## src/rtl/logic_unit_seq_if.sv

```systemverilog
// Handshake/bus bundle for the multi-cycle bitwise logic unit.
// The requester drives start/op/a/b; the unit returns busy/done/res/zero.
interface logic_unit_seq_if #(
  parameter int WIDTH = 32
);
  logic             start;
  logic [1:0]       op;
  logic [WIDTH-1:0] a;
  logic [WIDTH-1:0] b;
  logic             busy;
  logic             done;
  logic [WIDTH-1:0] res;
  logic             zero;

  modport master (output start, op, a, b, input  busy, done, res, zero);
  modport slave  (input  start, op, a, b, output busy, done, res, zero);
endinterface

```

## src/rtl/logic_unit_seq.sv

```systemverilog
// Multi-cycle bitwise logic unit: AND/OR/XOR/NOR over WIDTH bits, one
// SLICE-bit slice per RUN cycle. Operands are latched on an accepted start;
// res/zero stay stable until the next accepted start.
module logic_unit_seq #(
  parameter int WIDTH = 32,
  parameter int SLICE = 8
) (
  input  logic           clk,
  input  logic           rst,
  logic_unit_seq_if.slave bus
);
  localparam int N  = WIDTH / SLICE;
  localparam int CW = (N > 1) ? $clog2(N) : 1;

  typedef enum logic [1:0] {IDLE, RUN, DONE} state_e;

  state_e                     state_q, state_d;
  logic [CW-1:0]              cnt_q, cnt_d;
  logic [N-1:0][SLICE-1:0]    a_q, b_q;
  logic [1:0]                 op_q;
  logic [N-1:0][SLICE-1:0]    res_q, res_d;
  logic                       zero_q, zero_d;
  logic                       accept;
  logic                       last;

  // One slice of the selected bitwise function; NOR is complemented per slice.
  function automatic logic [SLICE-1:0] slice_op(input logic [1:0]       op,
                                                input logic [SLICE-1:0] x,
                                                input logic [SLICE-1:0] y);
    case (op)
      2'b00:   return x & y;
      2'b01:   return x | y;
      2'b10:   return x ^ y;
      default: return ~(x | y);
    endcase
  endfunction

  // Next-state, slice write and zero-flag decode; an accept overrides RUN updates.
  always_comb begin
    state_d = state_q;
    cnt_d   = cnt_q;
    res_d   = res_q;
    zero_d  = zero_q;
    accept  = bus.start && (state_q == IDLE || state_q == DONE);
    last    = (cnt_q == CW'(N - 1));
    case (state_q)
      IDLE: if (bus.start) state_d = RUN;
      RUN: begin
        res_d[cnt_q] = slice_op(op_q, a_q[cnt_q], b_q[cnt_q]);
        cnt_d        = cnt_q + 1'b1;
        if (last) begin
          state_d = DONE;
          // zero must see the slice being written this edge
          zero_d  = (res_d == '0);
        end
      end
      DONE:    state_d = bus.start ? RUN : IDLE;
      default: state_d = IDLE;
    endcase
    if (accept) begin
      res_d  = '0;
      zero_d = 1'b0;
      cnt_d  = '0;
    end
  end

  // Control and result registers; reset discards any in-flight operation.
  always_ff @(posedge clk or posedge rst) begin
    if (rst) begin
      state_q <= IDLE;
      cnt_q   <= '0;
      res_q   <= '0;
      zero_q  <= 1'b0;
    end else begin
      state_q <= state_d;
      cnt_q   <= cnt_d;
      res_q   <= res_d;
      zero_q  <= zero_d;
    end
  end

  // Operand/op capture, only on an accepted start so later input changes are ignored.
  always_ff @(posedge clk or posedge rst) begin
    if (rst) begin
      a_q  <= '0;
      b_q  <= '0;
      op_q <= 2'b00;
    end else if (accept) begin
      a_q  <= bus.a;
      b_q  <= bus.b;
      op_q <= bus.op;
    end
  end

  assign bus.busy = (state_q == RUN);
  assign bus.done = (state_q == DONE);
  assign bus.res  = res_q;
  assign bus.zero = zero_q;
endmodule

```

## src/flat_wrapper.sv

```systemverilog
// flat-port wrapper written by rule: the top's interface ports become plain ports
module logic_unit_seq_flat 
#(
  parameter int WIDTH = 32,
  parameter int SLICE = 8
)
  (clk, rst, bus_start, bus_op, bus_a, bus_b, bus_busy, bus_done, bus_res, bus_zero);
  logic_unit_seq_if #(.WIDTH(WIDTH)) bus_i ();
  input  logic clk;
  input  logic rst;
  input wire logic [$bits(bus_i.start)-1:0] bus_start;
  input wire logic [$bits(bus_i.op)-1:0] bus_op;
  input wire logic [$bits(bus_i.a)-1:0] bus_a;
  input wire logic [$bits(bus_i.b)-1:0] bus_b;
  output wire logic [$bits(bus_i.busy)-1:0] bus_busy;
  output wire logic [$bits(bus_i.done)-1:0] bus_done;
  output wire logic [$bits(bus_i.res)-1:0] bus_res;
  output wire logic [$bits(bus_i.zero)-1:0] bus_zero;
  assign bus_i.start = bus_start;
  assign bus_i.op = bus_op;
  assign bus_i.a = bus_a;
  assign bus_i.b = bus_b;
  assign bus_busy = bus_i.busy;
  assign bus_done = bus_i.done;
  assign bus_res = bus_i.res;
  assign bus_zero = bus_i.zero;
  logic_unit_seq #(.WIDTH(WIDTH), .SLICE(SLICE)) u_core (.clk(clk), .rst(rst), .bus(bus_i));
endmodule
```

## config.mk

```make
export PLATFORM = sky130hd
export DESIGN_NAME = logic_unit_seq_flat
export DESIGN_NICKNAME = d
export VERILOG_FILES = /design/src/rtl/logic_unit_seq_if.sv /design/src/rtl/logic_unit_seq.sv /design/src/flat_wrapper.sv
export SDC_FILE = /design/constraint.sdc
export NUM_CORES = 1
export LEC_CHECK = 0
export CAP_MARGIN = 20
export CORE_UTILIZATION = 52
export CTS_CLUSTER_DIAMETER = 100
export DETAILED_ROUTE_END_ITERATION = 16
export GPL_ROUTABILITY_DRIVEN = 0
export PLACE_DENSITY = 0.86
export SYNTH_ARGS = -nofsm -noshare
export SYNTH_HDL_FRONTEND = slang
export SYNTH_SLANG_ARGS = --single-unit
```

## constraint.sdc

```tcl
create_clock -name clk -period 4.4 [get_ports clk]
set_input_delay 1.1 -clock clk [delete_from_list [all_inputs] [get_ports clk]]
set_output_delay 1.1 -clock clk [all_outputs]
set_load 0.02 [all_outputs]
```

==> results.yml <==
cells_and_area:
  fillers: 696
  drive_gt1_share_pct: 7.25
  num_antenna_cells: 0
  area_growth_pct: 26.9
  nets: 705
worst_hold_path:
  whs_endpoint: "u_core.b_q[23]"
  hp-class: "reg2reg"
  min_from: "u_core.b_q[23]"
  hold_path_depth: 2
floorplanning:
  core_sq_mm: 0.00937
  rows: 35
  die_area_sq_mm: 0.0103
  io_pins: 104
  initial_core_util_pct: 54.7
  die_h_microns: 101
  die_x_microns: 101
route:
  vias: 4173
  dr.pass1.iters: 4
  drt-total-wl_microns: 12100
  wl_per_cell_microns: 16.2
  drc: 0
  ant_nets: 0
  vias_per_cell: 5.56
  drtIter0Drc: 227
timing:
  setup_tns_ns: 0
  finClkSkew_ns: 0.0114
  worst_slack_ns: 1.14
  drv_slew: 0
  fin_crit_ns: 3.26
  rsz0062_at_grt: "no"
  worst_pin_slew_ns: 0.869
  setup_viol: 0
  fmax_ghz: 0.307
  relSlewSlack_pct: 42.0
  post-route-period-util_pct: 74.0
  hold_viol_final: 0
synth:
  syn_area_per_cell_sq_um: 9.74
  synth_top_area_cell: "dfrtp_1"
  ys_ff_latch: 103
  synth_edf_count: 0
  yosys.cell_count.top_type: "nand2_1"
  yosysWarningCount: 0
  synth_common_cells: "nand2_1 (203), dfrtp_1 (103), a22o_1 (32)"
  async_flop_share_pct: 100
  syn_nets: 615
  syn-instance-count: 526
  synth.top_cell.area_share_pct: 50.3
  synth.area.top_cells: "dfrtp_1 (50%), nand2_1 (15%), mux4_2 (7.0%)"
  synthesis.area_sq_mm: 0.00512
  synth_ff_type: "dfrtp_1"
  yosysSeqAreaShare_pct: 50.3
  yosysUniqueCellTypes: 38
clock_network:
  clkTransAtPathRegs_ns: 0.10
  cts_made_buffers: 9
  clk-insertion-delay-late_ns: 0.37
  cts_tree: "built"
  hold_buffers: 0
  clock_path_buffers: 2
  clock-sinks: 103
  cts-root-buf: "clkbuf_8"
  cts_max_level: 3
  cts_setup_buffers: 0
  postCtsResizedCells: 0
worst_setup_path:
  critPathLaunchType: "flip-flop"
  reg2reg_from: "u_core.cnt_q[1]"
  r2r_slack_ns: 1.25
  startpoint: "u_core.state_q[0]"
  crit_type: "reg2out"
  crit_path_end_kind: "output port"
  worstPathArrival_ns: 2.16
  path_max_fanout: 10
  required_ns: 3.30
  ff2ff_path_depth: 8
  rr_endpoint: "u_core.bus.zero"
global_route:
  grt_pass1_vias: 4199
  antenna_found_initial: 0
  grt_pass1_wl_microns: 20100
  grt-ovfl-total: 0
  grt_usage_pct: 25.7
  grt_max_degree: 87
placed_design:
  pre_cts_ws_ns: 1.34
  portBuffers: 103
  hpwl_microns: 8530
status:
  outcome: "finished clean"
pwr:
  power_mw: 5.26
  leakage_nw: 3.10
  power.density_mw_per_mm2: 809
  ir_drop_mv: 0.335
job:
  cap_violations: 0
-- worst max path at each step --
stage	end	slack, ns	depth (start not counted)
3_5_place_dp	u_core.bus.zero	1.34	9
5_1_grt	bus_busy	1.03	3
4_1_cts	bus_busy	1.17	3
6_report	bus_busy	1.14	3
3_3_place_gp	u_core.bus.zero	0.95	9
2_1_floorplan	u_core.a_q[0]	0.60	1
-- worst max-delay path: stages (launching register included) --
cell	delay (ns)
dfrtp_1	0.44
nand2b_1	0.34
clkinv_1	0.36
clkdlybuf4s50_1	0.63
-- metrics by stage --
step / hold slack (ns) / util [%] / instance area, sq um / instances
final: 0.476 / 69.4 / 6500 / 750
after global routing: 0.506 / 69.4 / 6500 / 750
after CTS: 0.480 / 69.1 / 6470 / 749
after detailed placement: 0.459 / 66.9 / 6270 / 733
after global placement: 0.453 / 66.4 / 6220 / 731
after floorplan: 0.440 / - / 5120 / 526
-- cell usage in the layout, fill, tap and decap left out, types with 2 or more instances in the layout --
master / n
a211o_1: 2
nor2_1: 14
nor3_1: 7
or3b_1: 2
clkinvlp_4: 2
mux4_2: 16
nor2b_1: 4
dfrtp_1: 103
xnor2_1: 3
clkdlybuf4s50_1: 103
clkbuf_8: 10
buf_4: 4
mux2_2: 3
mux2i_1: 7
inv_1: 18
a22o_1: 32
and2_1: 4
a21oi_1: 5
buf_16: 2
ha_1: 20
nand2b_1: 3
nand3b_1: 2
o221ai_1: 4
nor4_1: 2
a31oi_1: 6
xor2_1: 5
nand3_1: 3
a211oi_1: 8
o21ai_0: 3
or4_1: 6
nand2_1: 203
-- kinds of logic (layout without fill, tap and decap cells) --
family / after synthesis / in the layout / share of synthesized area (%)
buf+inv: 51 / 146 / 4.15
xor+xnor: 8 / 8 / 1.37
simple gates: 254 / 254 / 20.5
mux: 26 / 26 / 9.06
fa+ha+maj: 20 / 20 / 4.88
flops: 103 / 103 / 50.3
compound gates: 64 / 64 / 9.69
-- state kept, by name, summed over array words and instances, names as in the netlist --
signal and flops:
u_core.bus.zero 1, u_core.a_q 32, u_core.bus.res 32, u_core.state_q 2
u_core.b_q 32, u_core.cnt_q 2, u_core.op_q 2
-- area by class of cell --
type | count | area [sq um] | share of cell area, %
Inverter | 20 | 77.6 | 1.19
Clock buffer | 11 | 141 | 2.17
Sequential cell | 103 | 2580 | 39.6
Clock inverter | 5 | 65.1 | 1.00
Timing Repair Buffer | 110 | 1140 | 17.5
Tap cell | 129 | 161 | 2.48
Multi-Input combinational cell | 372 | 2340 | 36.0
-- where the power goes --
group	leakage [nW]	total (mW)	internal (mW)	switching [mW]
registers	1.31	1.69	1.35	0.332
clock network	0.0977	0.615	0.284	0.331
logic	1.70	2.96	1.33	1.63
-- layer usage --
metal / vias to the layer above / global-route usage (%) / routed length, microns
met5: - / 0 / 0
met4: 0 / 10.6 / 342
met3: 34 / 4.97 / 662
met2: 165 / 43.2 / 6030
met1: 2022 / 33.0 / 5080
li1: 1952 / - / -
Power figures use the tool's default switching activity.
